### config.mk
export PLATFORM = sky130hd
export DESIGN_NAME = codec_sample_receiver
export DESIGN_NICKNAME = d
export VERILOG_FILES = /design/src/rtl/codec_sample_receiver_pkg.sv /design/src/rtl/codec_sample_receiver_fifo.sv /design/src/rtl/codec_sample_receiver.sv
export SDC_FILE = /design/constraint.sdc
export NUM_CORES = 1
export LEC_CHECK = 0
export BUFFER_PORTS_ARGS = -buffer_cell sky130_fd_sc_hd__buf_2
export CORE_MARGIN = 5
export CORE_UTILIZATION = 40
export CTS_BUF_LIST = sky130_fd_sc_hd__clkbuf_16
export CTS_CLUSTER_SIZE = 28
export DETAILED_ROUTE_END_ITERATION = 12
export GPL_TIMING_DRIVEN = 0
export SLEW_MARGIN = 20
export SYNTH_ARGS = -nofsm -noshare
export SYNTH_HDL_FRONTEND = slang
export SYNTH_SLANG_ARGS = --single-unit
### constraint.sdc
create_clock -name i_clk -period 2.9 [get_ports i_clk]
set_clock_uncertainty 0.1 [all_clocks]
set_input_delay 0.29 -clock i_clk [delete_from_list [all_inputs] [get_ports i_clk]]
set_output_delay 0.29 -clock i_clk [all_outputs]
set_load 0.05 [all_outputs]
### src/rtl/codec_sample_receiver_pkg.sv
// Shared constants and helpers for the codec receive path.
// Sample width is common with the codec conditioner.
package codec_sample_receiver_pkg;

  localparam int SAMPLE_WIDTH       = 16;
  localparam int DEFAULT_DEPTH_LOG2 = 3;
  localparam int DROP_CNT_W         = 8;

  localparam logic [DROP_CNT_W-1:0] DROP_CNT_MAX = '1;

  function automatic logic [DROP_CNT_W-1:0] sat_inc(input logic [DROP_CNT_W-1:0] v);
    return (v == DROP_CNT_MAX) ? v : v + 8'd1;
  endfunction

endpackage

### src/rtl/codec_sample_receiver_fifo.sv
// Register-array FIFO with first-word fall-through; dout is valid one cycle after a push.
// A push is accepted when not full, or when full and a pop happens in the same cycle.
module sample_fifo #(
  parameter int WIDTH      = 16,
  parameter int DEPTH_LOG2 = 3
) (
  input  logic                  i_clk,
  input  logic                  i_reset,
  input  logic                  i_push,
  input  logic                  i_pop,
  input  logic                  i_flush,
  input  logic [WIDTH-1:0]      i_din,
  output logic [WIDTH-1:0]      o_dout,
  output logic [DEPTH_LOG2:0]   o_count,
  output logic                  o_full,
  output logic                  o_empty
);

  localparam int DEPTH = 1 << DEPTH_LOG2;
  localparam logic [DEPTH_LOG2-1:0] PTR_ONE = 1;
  localparam logic [DEPTH_LOG2:0]   CNT_ONE = 1;

  logic [WIDTH-1:0]      r_mem [DEPTH];
  logic [DEPTH_LOG2-1:0] r_wr_ptr;
  logic [DEPTH_LOG2-1:0] r_rd_ptr;
  logic [DEPTH_LOG2:0]   r_count;
  logic                  w_push;
  logic                  w_pop;

  assign o_empty = (r_count == '0);
  // Count never exceeds DEPTH, so its MSB alone marks full.
  assign o_full  = r_count[DEPTH_LOG2];
  assign o_count = r_count;
  assign o_dout  = r_mem[r_rd_ptr];

  assign w_pop  = i_pop & ~o_empty;
  assign w_push = i_push & (~o_full | w_pop);

  always_ff @(posedge i_clk or negedge i_reset) begin
    if (!i_reset) begin
      for (int i = 0; i < DEPTH; i++) r_mem[i] <= '0;
      r_wr_ptr <= '0;
      r_rd_ptr <= '0;
      r_count  <= '0;
    end else if (i_flush) begin
      r_wr_ptr <= '0;
      r_rd_ptr <= '0;
      r_count  <= '0;
    end else begin
      if (w_push) begin
        r_mem[r_wr_ptr] <= i_din;
        r_wr_ptr        <= r_wr_ptr + PTR_ONE;
      end
      if (w_pop) r_rd_ptr <= r_rd_ptr + PTR_ONE;
      case ({w_push, w_pop})
        2'b10:   r_count <= r_count + CNT_ONE;
        2'b01:   r_count <= r_count - CNT_ONE;
        default: r_count <= r_count;
      endcase
    end
  end

endmodule

### src/rtl/codec_sample_receiver.sv
// Captures one codec ADC sample per new_frame rising edge into a FIFO, drained with valid/ready.
// Full FIFO without a same-cycle pop drops the sample and records it in overflow/drop_count.
module codec_sample_receiver
  import codec_sample_receiver_pkg::*;
#(
  parameter int WIDTH      = SAMPLE_WIDTH,
  parameter int DEPTH_LOG2 = DEFAULT_DEPTH_LOG2
) (
  input  logic                  i_clk,
  input  logic                  i_reset,
  input  logic                  i_enable,
  input  logic                  i_flush,
  input  logic                  i_new_frame,
  input  logic [WIDTH-1:0]      i_sample_in,
  output logic                  o_sample_captured,
  output logic [WIDTH-1:0]      o_sample_out,
  output logic                  o_sample_valid,
  input  logic                  i_sample_ready,
  output logic [DEPTH_LOG2:0]   o_fill_level,
  output logic                  o_overflow,
  output logic [DROP_CNT_W-1:0] o_drop_count,
  input  logic                  i_clear_overflow
);

  logic                  r_new_frame_d;
  logic                  r_armed;
  logic                  r_captured;
  logic                  r_overflow;
  logic [DROP_CNT_W-1:0] r_drop_count;

  logic w_frame_evt;
  logic w_push;
  logic w_pop;
  logic w_accept;
  logic w_drop;
  logic w_full;
  logic w_empty;

  // r_armed masks the first cycle after reset so a strobe already high is not seen as an edge.
  assign w_frame_evt = i_new_frame & ~r_new_frame_d & r_armed;
  assign w_push      = w_frame_evt & i_enable;
  assign w_pop       = ~w_empty & i_sample_ready;
  assign w_accept    = w_push & (~w_full | w_pop) & ~i_flush;
  assign w_drop      = w_push & w_full & ~w_pop & ~i_flush;

  sample_fifo #(
    .WIDTH      (WIDTH),
    .DEPTH_LOG2 (DEPTH_LOG2)
  ) u_fifo (
    .i_clk   (i_clk),
    .i_reset (i_reset),
    .i_push  (w_push),
    .i_pop   (w_pop),
    .i_flush (i_flush),
    .i_din   (i_sample_in),
    .o_dout  (o_sample_out),
    .o_count (o_fill_level),
    .o_full  (w_full),
    .o_empty (w_empty)
  );

  always_ff @(posedge i_clk or negedge i_reset) begin
    if (!i_reset) begin
      r_new_frame_d <= 1'b0;
      r_armed       <= 1'b0;
      r_captured    <= 1'b0;
    end else begin
      r_new_frame_d <= i_new_frame;
      r_armed       <= 1'b1;
      r_captured    <= w_accept;
    end
  end

  always_ff @(posedge i_clk or negedge i_reset) begin
    if (!i_reset) begin
      r_overflow   <= 1'b0;
      r_drop_count <= '0;
    end else if (i_clear_overflow) begin
      r_overflow   <= 1'b0;
      r_drop_count <= '0;
    end else if (w_drop) begin
      r_overflow   <= 1'b1;
      r_drop_count <= sat_inc(r_drop_count);
    end
  end

  assign o_sample_valid    = ~w_empty;
  assign o_sample_captured = r_captured;
  assign o_overflow        = r_overflow;
  assign o_drop_count      = r_drop_count;

endmodule

==> metrics.txt <==
count of buffers from port buffering=52; CTS max path bufs=2; Placed Cells=734; NumNets Final=557; share of cells above drive strength 1=51.85%; Tot GR Track Use=15.85%; synth cell count leaders=dfrtp_1 (150), mux2_2 (144), mux4_2 (32); maximum vdd drop=0.4252 mV; final hold violations=0; Post-DP Area=7485 um^2; WP buf/inv=3; Worst EP arrival=2.36 ns; Netlist Area Pre-Place=6905 um^2; Final Non-Filler Cells=767; Inserted Diodes=0; CTS tree=yes; Power, Total=6179 uW; area of the die=19990 um^2; Top FF cell, synth=dfrtp_1; wire per inst=19.32 um; synth top area cells=dfrtp_1 (54%), mux2_2 (23%), mux4_2 (10%); Post-route DRC=0; CORE AREA=17120 um^2; Synth top area share=54.36%; Synth Instances=456; Setup CP Type=register to primary output; Area Growth Syn to Fin=18.14%; Total Negative Setup Slacks=0 ns; clk slew on worst S/H paths=0.06 ns; # Post-CTS Setup Buffers=0; Worst path max stage delay=0.42 ns; Final min period=2.747 ns; Clock Root Buffer=clkbuf_16; initial antenna violation count=1; row cnt=48; pin count of the biggest net entering global routing=78; clk sinks=150; flops & latches, synth=150; Post-synth EDFFs=0; CP startpoint kind=register; Worst Hold Class=input pin to register; Critical Path RT=2.51 ns; most frequent cell after synthesis=dfrtp_1; initial core utilization=40.34%; final instance area=8158 um^2; first-pass GRT wire length=24500 um; Netlist cell types=45; antenna viol nets, final=0; H-tree Lvls=4; Crit-path slowest cell=clkbuf_2; largest area contributor in the netlist=dfrtp_1; total grt overflow=0; DR pass1 iterations=4; Die H=141.4 um; Seq/Total Area, Yosys=54.36%; post-DP HPWL=9672 um; clock latency on the worst-skew pair=0.41 ns; critical path fanouts, max=10; Crit path max-delay family=buffers and inverters; initial drt markers=170; Lkg Pwr=0.003883 uW; CTS Buf Count=17; YS warnings=0; RSZ-0062 raised after global routing=no; DRT Wirelength=14820 um; Top Ports=54; pwr/cell area=757.5 nW/um^2; Mapped Nets=484; GP Congestion=0.8110; Crit. End Element=primary output; Setup-failing EPs final=0; fmax=364.1 MHz; status=complete, no violations; async set or reset register ratio after synthesis=100.0%; Die Width=141.4 um; flop2flop setup slack=0.19 ns; maxcap violations=0; Vias=4123; relative slew slack=47.95%; Tightest Pin Transition=0.7766 ns; Pins Over Slew Limit=0; Final Cycle Share=94.72%; crit path cell chain=buf_1, clkbuf_2, mux4_2, mux2_2, buf_2; Mapped Avg Cell Area=15.14 um^2; vias in the first global route=4438; drt via density=5.375
cell families (layout without fill, tap and decap cells):
kind of cell	after synthesis	after routing	share of synthesized area, %
adders and majority gates	5	5	0.9060
DFF	150	150	54.36
buffers and inverters	29	115	1.902
xor gates and xnor gates	7	7	0.8879
other	1	1	0.05431
and+or+nand+nor	63	63	5.237
muxes	178	178	34.21
AOI/OAI and AO/OA	23	23	2.446
metal layers:
| layer | routed length (um) | part of all wire (%) | track usage, % | up-vias |
|---|---|---|---|---|
| met5 | 11 | 0.074 | 0 | - |
| met4 | 167 | 1.1 | 4.697 | 2 |
| met1 | 6589 | 44 | 20.97 | 2175 |
| met2 | 7624 | 51 | 26.39 | 64 |
| met3 | 425 | 2.9 | 3.472 | 15 |
| li1 | - | - | - | 1867 |
flip-flops by register name (all words and copies together), names as in the netlist:
signal and flops:
u_fifo.r_rd_ptr 3, o_overflow 1, u_fifo.r_mem 128, o_drop_count 8
u_fifo.r_wr_ptr 3, r_new_frame_d 1, o_sample_captured 1, r_armed 1
u_fifo.o_count 4
what timing repair did:
action | in CTS | in global routing
setup endpoints to repair | 16 | 13
hold buffers | 2 | 0
resized for setup | 7 | 2
hold endpoints to repair | 74 | 0
placed cells by master, fill, tap and decap left out, types with 2 or more instances in the layout:
cell type,count
or4_1,3
xnor2_1,4
clkinv_1,2
a21oi_1,7
nor3_1,5
nand2_1,10
nand3_1,7
o31ai_1,2
nor2b_1,2
dlygate4sd3_1,2
clkbuf_16,17
mux4_2,32
buf_4,5
dfrtp_1,149
xor2_1,3
buf_1,3
nor2_1,15
nand4b_1,3
and4b_1,2
mux2i_1,2
a31oi_1,2
buf_2,60
clkinv_2,2
nand4_1,4
ha_1,5
or3_1,2
clkbuf_2,4
inv_1,3
o21ai_0,2
bufinv_16,5
mux2_2,144
a211oi_1,2
inv_6,3
o2111ai_1,2
clkbuf_1,6
per-stage QoR:
| stage | setup slack (ns) | utilization [%] | hold WS, ns |
|---|---|---|---|
| floorplan | 0.2189 | - | -0.1056 |
| global placement | -0.6452 | 43.51 | 0.3258 |
| detailed placement | 0.1554 | 43.73 | 0.2077 |
| CTS | 0.05215 | 47.60 | 0.01482 |
| global route | 0.04147 | 47.66 | 0.04680 |
| finish | 0.1532 | 47.66 | 0.03580 |
path summary, 6_finish.rpt:
| kind | cells after the start | endpoint | from |
|---|---|---|---|
| setup / recovery | 5 | o_sample_out[1] | u_fifo.r_rd_ptr[1]$_DFFE_PN0P_ |
| hold / removal | 2 | u_fifo.o_count[0]$_DFFE_PN0P_ | i_flush |
| setup reg to reg | 9 | u_fifo.o_count[2]$_DFFE_PN0P_ | u_fifo.o_count[1]$_DFFE_PN0P_ |
| hold reg to reg | 1 | u_fifo.r_mem[19]$_DFFE_PN0P_ | u_fifo.r_mem[19]$_DFFE_PN0P_ |
| max in group asynchronous | 3 | u_fifo.r_mem[111]$_DFFE_PN0P_ | i_reset |
| min in group asynchronous | 2 | u_fifo.o_count[1]$_DFFE_PN0P_ | i_reset |
cell type report:
type                            count  area (um^2)
Fill cell                        1530         8959
Sequential cell                   150         3755
Multi-Input combinational cell    277         3029
Clock buffer                       17        425.4
Timing Repair Buffer               55        317.8
Tap cell                          225        281.5
Clock inverter                     15        209.0
Buffer                             27        136.4
Inverter                            1        3.754
report_power, final:
group	leakage (uW)	switching, uW	internal [uW]
logic	0.00151	952	569
registers	0.00206	89.2	2200
clock network	0.000316	847	1520
total	0.00388	1890	4290
Power figures use the tool's default switching activity.
